==> src/rtl/trace_buffer.sv <==
// Commit trace buffer: circular store of retired instructions with show-ahead read.
// Define TRACE_TSTAMP_EN to attach a 32-bit capture-cycle timestamp to each record.
module trace_buffer #(
    parameter int CH    = 2,
    parameter int DEPTH = 16,
    parameter int WRAP  = 1
) (
    input  logic                   clk,
    input  logic                   reset,
    input  logic                   en,
    input  logic                   stop,
    input  logic                   clear,
    input  logic [CH-1:0]          cm_valid,
    input  logic [32*CH-1:0]       cm_pc,
    input  logic [32*CH-1:0]       cm_inst,
    input  logic [CH-1:0]          cm_rdv,
    input  logic [5*CH-1:0]        cm_rd,
    input  logic [32*CH-1:0]       cm_rd_data,
    output logic                   rd_valid,
    input  logic                   rd_ready,
    output logic [31:0]            rd_pc,
    output logic [31:0]            rd_inst,
    output logic [31:0]            rd_rdata,
    output logic [4:0]             rd_rd,
    output logic                   rd_rdv,
    output logic [31:0]            rd_tstamp,
    output logic [$clog2(DEPTH):0] count,
    output logic [1:0]             state,
    output logic                   overflow,
    output logic [15:0]            drop_cnt
);

    localparam int AW = $clog2(DEPTH);
    localparam int SW = AW + 2;
    localparam bit WRAP_EN = (WRAP != 0);
    localparam logic [SW-1:0] DEPTH_W = SW'(DEPTH);
    localparam logic [AW:0] DEPTH_C = (AW + 1)'(DEPTH);

    typedef enum logic [1:0] {
        S_DIS = 2'b00,
        S_CAP = 2'b01,
        S_FRZ = 2'b10
    } state_e;

    state_e        state_q, state_d;
    logic [AW-1:0] head_q, head_d, tail_q, tail_d;
    logic [AW:0]   count_q, count_d;
    logic          overflow_q, overflow_d;
    logic [15:0]   drop_q, drop_d;

    logic [31:0] pc_q    [DEPTH];
    logic [31:0] inst_q  [DEPTH];
    logic [31:0] rdata_q [DEPTH];
    logic [4:0]  rd_q    [DEPTH];
    logic        rdv_q   [DEPTH];

    logic          pop, cap;
    logic [SW-1:0] room, acc, lost, level, ovw;
    logic [16:0]   dsum;
    logic [CH-1:0] wr_en;
    logic [AW-1:0] wr_addr [CH];

    assign rd_valid = (count_q != '0);

    always_comb begin
        pop     = rd_valid && rd_ready;
        cap     = reset && !clear && (state_q == S_CAP);
        room    = DEPTH_W - SW'(count_q) + SW'(pop);
        acc     = '0;
        lost    = '0;
        wr_en   = '0;
        for (int c = 0; c < CH; c++) begin
            wr_addr[c] = tail_q;
            if (cap && cm_valid[c]) begin
                // Lower channels claim free slots first when not wrapping.
                if (WRAP_EN || acc < room) begin
                    wr_en[c]   = 1'b1;
                    wr_addr[c] = tail_q + acc[AW-1:0];
                    acc        = acc + SW'(1);
                end else begin
                    lost = lost + SW'(1);
                end
            end
        end
        level = SW'(count_q) - SW'(pop) + acc;
        ovw   = (WRAP_EN && level > DEPTH_W) ? level - DEPTH_W : '0;
        lost  = lost + ovw;

        count_d    = level[AW:0] - ovw[AW:0];
        head_d     = head_q + AW'(pop) + ovw[AW-1:0];
        tail_d     = tail_q + acc[AW-1:0];
        dsum       = {1'b0, drop_q} + 17'(lost);
        drop_d     = dsum[16] ? 16'hFFFF : dsum[15:0];
        overflow_d = overflow_q || (lost != '0);

        state_d = state_q;
        unique case (state_q)
            S_DIS: if (en) state_d = S_CAP;
            S_CAP: begin
                if (stop) state_d = S_FRZ;
                else if (!WRAP_EN && count_d == DEPTH_C) state_d = S_FRZ;
                else if (!en) state_d = S_DIS;
            end
            S_FRZ: state_d = S_FRZ;
            default: state_d = S_DIS;
        endcase

        if (clear) begin
            state_d    = S_DIS;
            head_d     = '0;
            tail_d     = '0;
            count_d    = '0;
            overflow_d = 1'b0;
            drop_d     = '0;
        end
    end

    always_ff @(posedge clk) begin
        if (!reset) begin
            state_q    <= S_DIS;
            head_q     <= '0;
            tail_q     <= '0;
            count_q    <= '0;
            overflow_q <= 1'b0;
            drop_q     <= '0;
        end else begin
            state_q    <= state_d;
            head_q     <= head_d;
            tail_q     <= tail_d;
            count_q    <= count_d;
            overflow_q <= overflow_d;
            drop_q     <= drop_d;
        end
    end

    always_ff @(posedge clk) begin
        for (int c = 0; c < CH; c++) begin
            if (wr_en[c]) begin
                pc_q[wr_addr[c]]    <= cm_pc[32*c +: 32];
                inst_q[wr_addr[c]]  <= cm_inst[32*c +: 32];
                rdv_q[wr_addr[c]]   <= cm_rdv[c];
                rd_q[wr_addr[c]]    <= cm_rdv[c] ? cm_rd[5*c +: 5] : 5'd0;
                rdata_q[wr_addr[c]] <= cm_rdv[c] ? cm_rd_data[32*c +: 32] : 32'd0;
            end
        end
    end

`ifdef TRACE_TSTAMP_EN
    logic [31:0] ts_q, ts_d;
    logic [31:0] tsm_q [DEPTH];

    assign ts_d = ts_q + 32'd1;

    always_ff @(posedge clk) begin
        if (!reset) ts_q <= '0;
        else        ts_q <= ts_d;
    end

    always_ff @(posedge clk) begin
        for (int c = 0; c < CH; c++) begin
            if (wr_en[c]) tsm_q[wr_addr[c]] <= ts_q;
        end
    end

    assign rd_tstamp = tsm_q[head_q];
`else
    assign rd_tstamp = '0;
`endif

    assign rd_pc    = pc_q[head_q];
    assign rd_inst  = inst_q[head_q];
    assign rd_rdata = rdata_q[head_q];
    assign rd_rd    = rd_q[head_q];
    assign rd_rdv   = rdv_q[head_q];
    assign count    = count_q;
    assign state    = state_q;
    assign overflow = overflow_q;
    assign drop_cnt = drop_q;

endmodule

==> config.mk <==
export PLATFORM = sky130hd
export DESIGN_NAME = trace_buffer
export DESIGN_NICKNAME = d
export VERILOG_FILES = /design/src/rtl/trace_buffer.sv
export SDC_FILE = /design/constraint.sdc
export NUM_CORES = 2
export LEC_CHECK = 0
export ABC_CLOCK_PERIOD_IN_PS = 26500
export CAP_MARGIN = 40
export CORE_MARGIN = 1
export CORE_UTILIZATION = 55
export CTS_BUF_LIST = sky130_fd_sc_hd__clkbuf_4
export DETAILED_ROUTE_END_ITERATION = 6
export PLACE_DENSITY = 0.75
export SETUP_SLACK_MARGIN = 0.4
export SLEW_MARGIN = 20
export SYNTH_ARGS = -nofsm -noshare
export SYNTH_HDL_FRONTEND = slang
export SYNTH_SLANG_ARGS = --single-unit
export TNS_END_PERCENT = 100
==> constraint.sdc <==
create_clock -name clk -period 26.5 [get_ports clk]
set_input_delay 3.975 -clock clk [delete_from_list [all_inputs] [get_ports clk]]
set_output_delay 3.975 -clock clk [all_outputs]
set_load 0.05 [all_outputs]
==> results.md <==
- Status: finished, violations left
- Failing checks: design-rule violations
- Total GRT Usage: 0.314
- Post-Syn Area per Cell: between 15 and 20 um^2
- RR Startpoint: state[1]
- EDFF count, synth: 1632
- Reg-to-reg slack, setup: 20.25 ns
- First-pass GRT wire length: 347 mm
- Mapped Area: 83700 um^2
- Worst setup startpoint: head_q[0]
- Critical path arrival: 6.73 ns
- Synth warn: 0
- Sequential element share of the synthesized area: 0.593
- Final WL: 240 mm
- Worst Min Path Start: overflow
- Worst-path clk slew: 0.07 ns
- Syn-to-layout area delta: 12.6%
- Vias in the first global route: roughly 52k
- Tmin final: roughly 11 ns
- Vias: a little over 50k
- ANT nets after route: 0
- Max-slew violations: 0
- CTS root buf: clkbuf_4
- Die ar.: 154000 um^2
- Worst Max-Slew Pin Slew: between 1 and 1.5 ns
- Max-cap violations: 0
- PortBufs: 338
- Share of cells above drive strength 1: 0.378
- Grt ovf: 0
- Part of the power in combinational logic: 0.313
- Total CTS buffers: about 440
- CTS tree: yes
- Netlist cell types: 62
- Vias per cell: between 6 and 7
- Synthesized flop and latch total: approximately 1.7k
- FP Rows: 142
- Clock skew: 0.0961 ns
- Startpoint types: flop
- Worst setup slack after layout: 15.79 ns
- Setup violators final: 0
- Die W: around 390 um
- Place WS: 16.16 ns
- DRC viols: 1
- Starting Density: 0.556
- Final #Nets: ~5.7k
- Primary FF master, synth: edfxtp_1
- Post-CTS Setup Bufs: 0
- Initial antenna violation count: 37
- Async SR Flop Fraction: 0
- Final hold vios: 0
- Relative slew margins: 0.223
- DR pass1 iterations: 7
- GP Congestion: 0.841
- Final Cycle Share: 0.404
- Switch Pwr: 2.37 mW
- Die height: 392 um
- Cells after synthesis: 5055
- Clock buffer depth: 4
- Pleak: 31.4 nW
- CTS H-tree lvls: 5
- Crit. End Element: output port
- Hold/Removal Path Class: reg2reg
- Final hold slack: roughly 0.53 ns
- Detailed Place HPWL: 121 mm
- Hold_buf cts: 0
- Flop pwr share: 0.392
- Initial DRC count: 6010
- CP Class: reg2out
- Routed len/inst: 31.0 um
- FMAX: 93.4 MHz
- Pint: 5.12 mW
- Power per cell area: just under 80 nW/um^2
- Setup TNS: 0 ns
- Clock sink count: 1664
- Largest fanout on the critical path: 91
- Core region area: approximately 150000 um^2
- VDD IR max: 0.0000829 V
- Clock insertion delay at the later pin of the skew report: 1.41 ns
- Sw Share: 0.316
- Post-CTS sizing: 0
- RSZ-0062 raised after global routing: no
- Largest net degree at the start of global routing: 141
- Req. time, crit path: 22.52 ns
- I/O pins: 371
- Clock network power share: 0.294
worst paths after layout:
| check | end | depth (start not counted) |
|---|---|---|
| setup / recovery | rd_pc[29] | 10 |
| hold / removal | overflow | 2 |
| setup reg to reg | drop_cnt[13] | 19 |
| hold reg to reg | overflow | 2 |
cell type report:
cell class / instances / area, um^2
Multi-Input combinational cell: 2818 / 31500
Fill cell: 10900 / 56200
Inverter: 23 / 86.3
Tap cell: 2016 / 2520
Sequential cell: 1664 / 49700
Timing Repair Buffer: 462 / 5090
Clock inverter: 45 / 209
Clock buffer: 686 / 5150
Antenna cell: 19 / 47.5
metal layers:
metal  vias up  wire length, um  part of all wire  track usage
li1      20900                -                 -            -
met1     26200            93600              0.39        0.441
met2      3160           113000              0.47        0.483
met3       436            26300              0.11       0.0743
met4        32             5930             0.025        0.107
met5         -              204           0.00085            0
cell usage after synthesis (all sizes together) (5+ instances only):
| master | instances | area, um^2 |
|---|---|---|
| or3 | 5 | 31.3 |
| buf | 249 | 1630 |
| o21bai | 6 | 45.0 |
| xnor2 | 5 | 43.8 |
| a21boi | 5 | 82.6 |
| nand2b | 6 | 37.5 |
| mux4 | 510 | 11500 |
| nand4 | 5 | 31.3 |
| clkbuf | 332 | 1280 |
| a21o | 6 | 45.0 |
| nor2b | 6 | 37.5 |
| edfxtp | 1632 | 49000 |
| mux2 | 1041 | 11700 |
| nor4 | 7 | 77.6 |
| nor2 | 19 | 71.3 |
| nand3 | 8 | 40.0 |
| inv | 23 | 86.3 |
| o21ai | 319 | 1600 |
| a21oi | 25 | 125 |
| o31ai | 10 | 85.1 |
| and2 | 46 | 288 |
| ha | 22 | 275 |
| xor2 | 8 | 70.1 |
| and4 | 5 | 43.8 |
| nand2 | 380 | 1430 |
| mux2i | 298 | 2980 |
| fa | 5 | 100 |
| dfxtp | 32 | 641 |
| a31oi | 6 | 37.5 |
per-stage QoR:
step                instances  total power [mW]   util  instance area [um^2]
finish                   7733              7.49  0.626                 94300
global route             7730              7.78  0.626                 94300
CTS                      7703              7.52  0.625                 94000
detailed placement       6972              5.33  0.589                 88600
global placement         6944              5.27  0.585                 88000
floorplan                5086              4.66      -                 83800
power groups by stage:
| stage | Sequential, mW | Clock [mW] | Combinational (mW) |
|---|---|---|---|
| final | 2.94 | 2.20 | 2.35 |
| after global routing | 2.94 | 2.37 | 2.47 |
| after CTS | 2.94 | 2.24 | 2.35 |
| after detailed placement | 2.99 | 0 | 2.34 |
| after global placement | 3.00 | 0 | 2.27 |
| after floorplan | 2.98 | 0 | 1.68 |
layout by cell type (no fill, tap or decap), types with 5 or more instances in the layout:
| master | n |
|---|---|
| buf_2 | 7 |
| nand2b_1 | 6 |
| o21ai_4 | 16 |
| mux2i_1 | 298 |
| xor2_1 | 8 |
| mux4_2 | 510 |
| nand4_1 | 5 |
| diode_2 | 19 |
| clkdlybuf4s50_1 | 336 |
| nand2_1 | 380 |
| nand3_1 | 8 |
| inv_1 | 22 |
| conb_1 | 33 |
| a31oi_1 | 6 |
| fa_1 | 5 |
| o31ai_4 | 8 |
| xnor2_1 | 5 |
| nor2_1 | 19 |
| o21ai_0 | 302 |
| buf_12 | 29 |
| and2_1 | 46 |
| mux2_1 | 268 |
| and4_1 | 5 |
| edfxtp_1 | 1632 |
| buf_4 | 67 |
| clkinv_1 | 37 |
| nor2b_1 | 6 |
| clkbuf_4 | 687 |
| ha_1 | 22 |
| mux2_2 | 773 |
| or3_1 | 5 |
| a21o_1 | 6 |
| dfxtp_1 | 28 |
| a21oi_1 | 25 |
| buf_16 | 22 |
state kept, by name, summed over array words and instances (netlist names):
name	count
head_q	4
pc_q	512
state	2
rd_q	80
rdata_q	512
tail_q	4
rdv_q	16
drop_cnt	16
count	5
overflow	1
inst_q	512
logic make-up (layout without fill, tap and decap cells):
kind of cell,count (synthesis),in the layout,share of synthesized area
buf+inv,604,1216,0.0358
mux,1849,1849,0.313
xor+xnor,13,13,0.00136
flops,1664,1664,0.593
other cells,2,52,0.0000897
fa+ha+maj,27,27,0.00448
simple gates,507,507,0.0270
compound gates,389,389,0.0253
worst max-delay path, stage by stage, from the launching register on:
cell and delay [ns]:
dfxtp_4 0.69, buf_12 0.62, buf_4 0.40, buf_16 0.30, buf_4 0.34, buf_16 0.30, buf_4 0.33, buf_12 0.29
mux4_2 0.53, mux4_2 0.57, clkdlybuf4s50_1 0.74
(Power assumes the default switching activity.)
